$ cat config.mk
export PLATFORM = sky130hd
export DESIGN_NAME = hyperram_lb_arbiter
export DESIGN_NICKNAME = d
export VERILOG_FILES = /design/src/rtl/hyperram_lb_arbiter.sv
export SDC_FILE = /design/constraint.sdc
export NUM_CORES = 1
export LEC_CHECK = 0
export ABC_CLOCK_PERIOD_IN_PS = 7700
export BUFFER_PORTS_ARGS = -buffer_cell sky130_fd_sc_hd__buf_4
export CORE_MARGIN = 8
export CORE_UTILIZATION = 50
export CTS_CLUSTER_SIZE = 28
export DETAILED_ROUTE_END_ITERATION = 6
export GPL_TIMING_DRIVEN = 0
export PLACE_DENSITY = 0.83
export SKIP_CTS_REPAIR_TIMING = 1
export SYNTH_ARGS = -nofsm -noshare
export SYNTH_HDL_FRONTEND = slang
export SYNTH_SLANG_ARGS = --single-unit
export TNS_END_PERCENT = 10
$ cat constraint.sdc
create_clock -name clk -period 7.7 [get_ports clk]
set_input_delay 0 -clock clk [delete_from_list [all_inputs] [get_ports clk]]
set_output_delay 0 -clock clk [all_outputs]
set_load 0.02 [all_outputs]
$ cat src/rtl/hyperram_lb_arbiter.sv
// hyperram_lb_arbiter: round-robin arbiter that shares one HyperRAM controller
// local-bus register port between two single-word requesters (A and B) and
// expands each granted transaction into the controller's register sequence.
module hyperram_lb_arbiter #(
  parameter int BUSY_SETTLE = 4,
  parameter int TIMEOUT     = 1000
) (
  input  logic        clk,
  input  logic        reset,
  input  logic        a_req,
  input  logic        a_we,
  input  logic [31:0] a_addr,
  input  logic [31:0] a_wdata,
  output logic        a_ack,
  output logic        a_err,
  output logic [31:0] a_rdata,
  input  logic        b_req,
  input  logic        b_we,
  input  logic [31:0] b_addr,
  input  logic [31:0] b_wdata,
  output logic        b_ack,
  output logic        b_err,
  output logic [31:0] b_rdata,
  output logic        lb_wr,
  output logic        lb_rd,
  output logic [31:0] lb_addr,
  output logic [31:0] lb_wr_d,
  input  logic [31:0] lb_rd_d,
  input  logic        lb_rd_rdy,
  input  logic        hr_busy,
  output logic        owner,
  output logic        timeout_flag,
  input  logic        clear_timeout
);

  typedef enum logic [2:0] {
    IDLE, SET_ADDR, SET_DATA, CMD, WAIT_BUSY, RD_ISSUE, RD_WAIT, DONE
  } state_t;

  // Counter starts at 0 on the first WAIT_BUSY cycle, so the last settle cycle
  // and the last allowed wait cycle are both "limit - 1".
  localparam logic [15:0] SETTLE_LAST  = 16'(BUSY_SETTLE - 1);
  localparam logic [15:0] TIMEOUT_LAST = 16'(TIMEOUT - 1);

  localparam logic [31:0] REG_ADDR = 32'h0000_0010;
  localparam logic [31:0] REG_DATA = 32'h0000_0014;
  localparam logic [31:0] REG_CMD  = 32'h0000_001c;

  state_t      state_q, state_d;
  logic        owner_q, owner_d;
  logic        last_q, last_d;          // 1 = B won the previous grant
  logic        we_q, we_d;
  logic [31:0] addr_q, addr_d;
  logic [31:0] wdata_q, wdata_d;
  logic [15:0] cnt_q, cnt_d;
  logic        err_q, err_d;
  logic [31:0] a_rdata_q, a_rdata_d;
  logic [31:0] b_rdata_q, b_rdata_d;
  logic        tflag_q, tflag_d;

  logic        grant_b;
  logic        tflag_set;
  logic [15:0] cnt_inc;

  assign cnt_inc = (cnt_q == 16'hFFFF) ? cnt_q : cnt_q + 16'd1;
  // B wins when it is alone, or when both ask and A won last time.
  assign grant_b = b_req && (!a_req || !last_q);

  // State register and captured transaction context.
  always_ff @(posedge clk or posedge reset) begin
    if (reset) begin
      state_q   <= IDLE;
      owner_q   <= 1'b0;
      last_q    <= 1'b1;
      we_q      <= 1'b0;
      addr_q    <= 32'd0;
      wdata_q   <= 32'd0;
      cnt_q     <= 16'd0;
      err_q     <= 1'b0;
      a_rdata_q <= 32'd0;
      b_rdata_q <= 32'd0;
      tflag_q   <= 1'b0;
    end else begin
      state_q   <= state_d;
      owner_q   <= owner_d;
      last_q    <= last_d;
      we_q      <= we_d;
      addr_q    <= addr_d;
      wdata_q   <= wdata_d;
      cnt_q     <= cnt_d;
      err_q     <= err_d;
      a_rdata_q <= a_rdata_d;
      b_rdata_q <= b_rdata_d;
      tflag_q   <= tflag_d;
    end
  end

  // Next-state logic: arbitration, sequencing, busy/ready waits and timeout.
  always_comb begin
    state_d   = state_q;
    owner_d   = owner_q;
    last_d    = last_q;
    we_d      = we_q;
    addr_d    = addr_q;
    wdata_d   = wdata_q;
    cnt_d     = cnt_q;
    err_d     = err_q;
    a_rdata_d = a_rdata_q;
    b_rdata_d = b_rdata_q;
    tflag_set = 1'b0;

    case (state_q)
      IDLE: begin
        if (a_req || b_req) begin
          owner_d = grant_b;
          last_d  = grant_b;
          we_d    = grant_b ? b_we    : a_we;
          addr_d  = grant_b ? b_addr  : a_addr;
          wdata_d = grant_b ? b_wdata : a_wdata;
          err_d   = 1'b0;
          state_d = SET_ADDR;
        end
      end
      SET_ADDR: state_d = we_q ? SET_DATA : CMD;
      SET_DATA: state_d = CMD;
      CMD: begin
        cnt_d   = 16'd0;
        state_d = WAIT_BUSY;
      end
      WAIT_BUSY: begin
        cnt_d = cnt_inc;
        // Normal exit is checked first so it beats a coincident timeout.
        if (cnt_q >= SETTLE_LAST && !hr_busy) begin
          state_d = we_q ? DONE : RD_ISSUE;
        end else if (cnt_q == TIMEOUT_LAST) begin
          err_d     = 1'b1;
          tflag_set = 1'b1;
          state_d   = DONE;
        end
      end
      RD_ISSUE: begin
        cnt_d   = 16'd0;
        state_d = RD_WAIT;
      end
      RD_WAIT: begin
        cnt_d = cnt_inc;
        if (lb_rd_rdy) begin
          if (owner_q) b_rdata_d = lb_rd_d;
          else         a_rdata_d = lb_rd_d;
          state_d = DONE;
        end else if (cnt_q == TIMEOUT_LAST) begin
          err_d     = 1'b1;
          tflag_set = 1'b1;
          state_d   = DONE;
        end
      end
      DONE:    state_d = IDLE;
      default: state_d = IDLE;
    endcase

    // A clear in the same cycle as a timeout leaves the flag low.
    if (clear_timeout)  tflag_d = 1'b0;
    else if (tflag_set) tflag_d = 1'b1;
    else                tflag_d = tflag_q;
  end

  // Local-bus strobes decoded purely from the registered state.
  always_comb begin
    lb_wr   = 1'b0;
    lb_rd   = 1'b0;
    lb_addr = 32'd0;
    lb_wr_d = 32'd0;
    case (state_q)
      SET_ADDR: begin
        lb_wr   = 1'b1;
        lb_addr = REG_ADDR;
        lb_wr_d = addr_q;
      end
      SET_DATA: begin
        lb_wr   = 1'b1;
        lb_addr = REG_DATA;
        lb_wr_d = wdata_q;
      end
      CMD: begin
        lb_wr   = 1'b1;
        lb_addr = REG_CMD;
        lb_wr_d = we_q ? 32'd1 : 32'd4;
      end
      RD_ISSUE: begin
        lb_rd   = 1'b1;
        lb_addr = REG_DATA;
      end
      default: ;
    endcase
  end

  assign a_ack        = (state_q == DONE) && !owner_q;
  assign b_ack        = (state_q == DONE) &&  owner_q;
  assign a_err        = a_ack && err_q;
  assign b_err        = b_ack && err_q;
  assign a_rdata      = a_rdata_q;
  assign b_rdata      = b_rdata_q;
  assign owner        = owner_q;
  assign timeout_flag = tflag_q;

endmodule

# Word level (Yosys, flattened, before mapping)
# Index checks and enable logic that the tools add are counted.
[op_classes]
addsub = 1
magnitude_cmp = 1
n_eq_ne = 13
n_mux = 28
n_bitwise = 1
reduce_logical = 25
[op_table]
columns = ["operator", "n"]
rows = [
  ["$pmux 32 s3", 1],
  ["$mux 32", 2],
  ["$pmux 16 s2", 1],
  ["$pmux 3 s8", 1],
  ["$add 16x1->16 const B", 1],
  ["$eq 16x10->1 const B", 1],
  ["$eq 16x16->1 const B", 1],
  ["$ge 16x2->1 const B", 1],
  ["$mux 16", 1],
  ["$mux 3", 5],
  ["$pmux 5 s3", 1],
  ["$mux 1", 13],
  ["$eq 3x3->1 const B", 4],
  ["$ne 2x2->1 const B", 4],
  ["$eq 3x2->1 const B", 2],
  ["$logic_and 1x1->1", 6],
  ["$reduce_and 3->1", 2],
  ["$reduce_or 2->1", 3],
  ["$logic_not 1->1", 4],
  ["$reduce_and 2->1", 2],
  ["$reduce_and 4->1", 1],
  ["$reduce_bool 2->1", 2],
  ["$eq 3x1->1 const B", 1],
  ["$logic_not 3->1", 1],
  ["other kinds (7)", 8],
]
[word_totals]
reg_bits = 152
inputBits = 169
wordCells = 80

# Logic depth before layout (Yosys ltp)
[logic_depth]
ltp_word = 6
depth_mapped = 8
ltp_nobuf = 5

# Worst setup path after synthesis
# No wires, ideal clock.
[synth_timing]
kind = "register to register"
startpoint = "register cnt_q[0]"
endpoint = "register state_q[0]"
t_arrival_ns = 1.704
t_required_ns = 7.557
setup_slack_ns = 5.853
stages_incl_launch_ff = 6
n_path_buf = 0
cell_sequence = "dfrtp_1 -> ha_1 -> or4_1 -> o41ai_2 -> a2bb2oi_1 -> a22oi_1"
[synth_via]
elab_chain_cells = 4
word_cells_on_any_way = 7
cone_classes = "order compare (1); eq/ne (1); mux (4); reduce/logical (1)"
[synth_lines]
columns = ["element", "line_no", "source"]
rows = [
  ["start: declaration", "55", "logic [15:0] cnt_q, cnt_d;"],
  ["start signal: assignment", "90", "cnt_q <= cnt_d;"],
  ["$ge 16x2->1 or $eq 16x10->1 (tied branches)", "133, 135, 151", ""],
  ["$logic_and 1x1->1 or $mux 3 (tied branches)", "--", ""],
  ["$mux 3 (on tied branches)", "--", ""],
  ["$pmux 3 s8 *", "112", "case (state_q)"],
  ["end signal: assignment", "84", "state_q <= state_d;"],
  ["end: declaration", "49", "state_t state_q, state_d;"],
]
# Every way passes the cells marked *; elsewhere a longest branch is shown, timed or not.
# A chain may end at the register's enable or synchronous reset.

# Worst setup path in the final report
[layout_timing]
startpoint = "register state_q[2]"
endpoint = "output port lb_wr_d[12]"
[layout_via]
elab_chain_cells = 2
word_cells_on_any_way = 4
cone_classes = "eq/ne (3); mux (1)"
[layout_lines]
columns = ["element", "line_no", "source"]
rows = [
  ["$eq 3x2->1 or $eq 3x1->1 (tied branches)", "173", "case (state_q)"],
  ["$pmux 32 s3 *", "173", ""],
  ["end: declaration", "27", "output logic [31:0] lb_wr_d,"],
]
# Marks and branches as above.

==> qor.txt <==
final instance area = 12000 um^2
clock-pin transition on the worst setup and hold timing paths = 0.06 ns
Port Buffers = 275
CTS H-tree depth = 4
placed inst area = 9760 um^2
r2r setup slk = 5.00 ns
Longest Clk Path Bufs = 2
Max-cap violations = 0
aggregate global routing overflow = 0
Final WS setup = 4.97 ns
area delta synth->final = 64.1%
Arrival @ worst endpoint = 2.73 ns
critical path type = reg2out
root buffer cell = clkbuf_16
chip width = 137 um
Final #Nets = 1319
clk sink count = 152
Clk Latency, worst-skew pair = 0.43 ns
routed len/inst = 23.2 um
core footprint = 14400 um^2
Worst setup EP type = output pin
combinational family with the most area after synthesis = multiplexers
cells after synthesis = 658
first-pass iteration count of the detailed router = 6
mux contribution to synthesized area = 0.191
Core Rows = 44
critical path's most frequent cell = clkbuf_1
CTS buffer count = 17
Slowest-stage cell, CP = clkbuf_1
compound-gate portion of the synthesized area = 0.128
leak pwr = 5.77 nW
Worst setup SP type = flop
vias in the first global route = 6846
Via density = 5.80
Tmin final = 2.73 ns
Placer Congestion = 0.812
pre-CTS setup slack = 5.43 ns
Post-synth EDFFs = 0
period utilisation layout = 0.354
Final ANT Viol Nets = 0
xor-xnor portion of the synthesized cell area = 0.00120
initial DRC count = 799
RSZ-0062 raised after global routing = false
first-pass GRT wire length = 35600 um
warning count from the yosys run = 0
CP Buf/Inv Count = 4
failing checks = hold timing
Peak VDD IR = 0.213 mV
CTS tree = done
post-synthesis adder-cell area fraction = 0.00171
Primary FF master, synth = dfrtp_1
Die ar. = 18800 um^2
synth top area cells = dfrtp_1 52%, mux2_2 9.8%, mux2i_1 9.3%
post-route setup TNS = 0 ns
cell chain of the critical path = clkbuf_1, inv_1, nand2_1, nor2_1, clkbuf_1, a22o_1, buf_4
Power, Total = 4.48 mW
top cell type's share of synthesized area = 0.516
cell area power density = 373 nW/um^2
routed vias = 7814
die height = 137 um
Avg Cell Area, Syn = 11.1 um^2
crit-path max cell delay = 0.64 ns
Core Util, Final = 0.833
Final Setup Violations = 0
DRC = 0
Fmax achieved = 367 MHz
Slew Viols, Final = 0
Ports = 305
delay-heaviest family, CP = buffers and inverters
DPL Wire Length = 17900 um
Initial Util = 0.508
Global Route Usage Sum = 0.247
Rel. slew slack = 0.465
Routed WL = 31300 um
area of the mapped netlist = 7330 um^2
biggest area consumer among synthesized cells = dfrtp_1
Synth Area in Simple Gates = 0.0962
Setup Skew = 0.0138 ns
Critical Path RT = 7.70 ns
worst hold-check path type = in2reg
Hold Slack = -0.0714 ns
fraction of registers with async set/reset = 1.00
Crit Path Max Fanout = 10
DP Cell Count = 1146
share of layout cells above drive strength 1 = 0.372
initial antenna violation count = 3
post-synthesis sequential area ratio = 0.519
pin count of the biggest net entering global routing = 79
number of synthesized register bits = 152
Worst-Margin Slew = 0.803 ns
Distinct cells, synth = 51
status = finished with violations
Layout Cells excl Fill = 1348
Fin. Hold Viols = 1
worst register-to-register path: stages (launching register included):
cell,delay [ns]
dfstp_2,0.37
a21boi_1,0.38
buf_2,0.39
buf_2,0.42
mux2i_1,0.34
dlygate4sd3_1,0.61
a21oi_1,0.07
synth_stat cells, types with 2 or more instances:
library cell  count
nor4_1            6
buf_4            29
mux2_2           64
o31ai_1           6
or4_1             4
o21bai_1          2
inv_1             9
o211ai_1          6
o21ai_0           7
nand3_1           6
mux2i_1          68
nor2b_1           2
a211oi_1          2
and2_1            3
or3_1             2
buf_2            24
o311ai_0          4
buf_1             2
dfrtp_1         151
nand2b_1          7
and3_1            4
clkbuf_1         16
a21oi_1          71
nor2_1           77
nand4_1           6
a22oi_1           3
nor3_1            5
and4_1            2
nand2_1          18
o31a_1            2
a22o_1           30
where the power goes:
| group | leakage, nW | total [mW] | switching, mW | internal [mW] |
|---|---|---|---|---|
| clock network | 0.276 | 0.840 | 0.359 | 0.481 |
| logic | 3.68 | 2.23 | 1.27 | 0.961 |
| registers | 1.81 | 1.41 | 0.255 | 1.16 |
cell type report:
class / instances / area (um^2)
clock buffers: 19 / 433
repair buffers: 444 / 3770
clock inverters: 13 / 144
flip-flops and latches: 152 / 3800
plain buffers: 72 / 417
diodes: 2 / 5.00
inverters: 9 / 38.8
well taps: 184 / 230
multi-input cells: 453 / 3180
fillers: 702 / 2400
cells in the final DEF (no fill, tap or decap), types with 5 or more instances in the layout:
| master | count |
|---|---|
| a21oi_1 | 71 |
| a22o_1 | 30 |
| buf_2 | 24 |
| buf_4 | 304 |
| clkbuf_1 | 18 |
| clkbuf_16 | 17 |
| conb_1 | 29 |
| dfrtp_1 | 151 |
| dlygate4sd3_1 | 168 |
| inv_1 | 8 |
| mux2_2 | 64 |
| mux2i_1 | 68 |
| nand2_1 | 18 |
| nand2b_1 | 7 |
| nand3_1 | 6 |
| nand4_1 | 6 |
| nor2_1 | 77 |
| nor3_1 | 5 |
| nor4_1 | 6 |
| o211ai_1 | 6 |
| o21ai_0 | 7 |
| o31ai_1 | 6 |
cell families after synthesis:
group | count (synthesis)
AO/OA/AOI/OAI | 143
XOR/XNOR | 1
adder cells (fa/ha/maj) | 1
buffers and inverters | 81
flip-flops | 152
multiplexers | 132
other | 1
AND/OR/NAND/NOR | 147
routing by layer:
layer  track usage  routed length (um)
met2         0.430               15700
met3        0.0749                2950
met5             0                  13
met1         0.269               10600
met4         0.118                2040
registers in the layout, summed over array words and instances, names as in the netlist:
signal        cells
wdata_q          32
last_q            1
b_rdata          32
addr_q           32
we_q              1
cnt_q            16
timeout_flag      1
err_q             1
owner             1
a_rdata          32
state_q           3
final timing paths:
check,from,to,cells past startpoint
setup / recovery,state_q[2],lb_wr_d[12],7
hold / removal,b_req,state_q[0],3
setup reg to reg,last_q,addr_q[3],6
hold reg to reg,a_rdata[21],a_rdata[21],1
max in group asynchronous,reset,wdata_q[6],4
min in group asynchronous,reset,b_rdata[23],3
No activity file was read; power rests on OpenSTA's default activity.
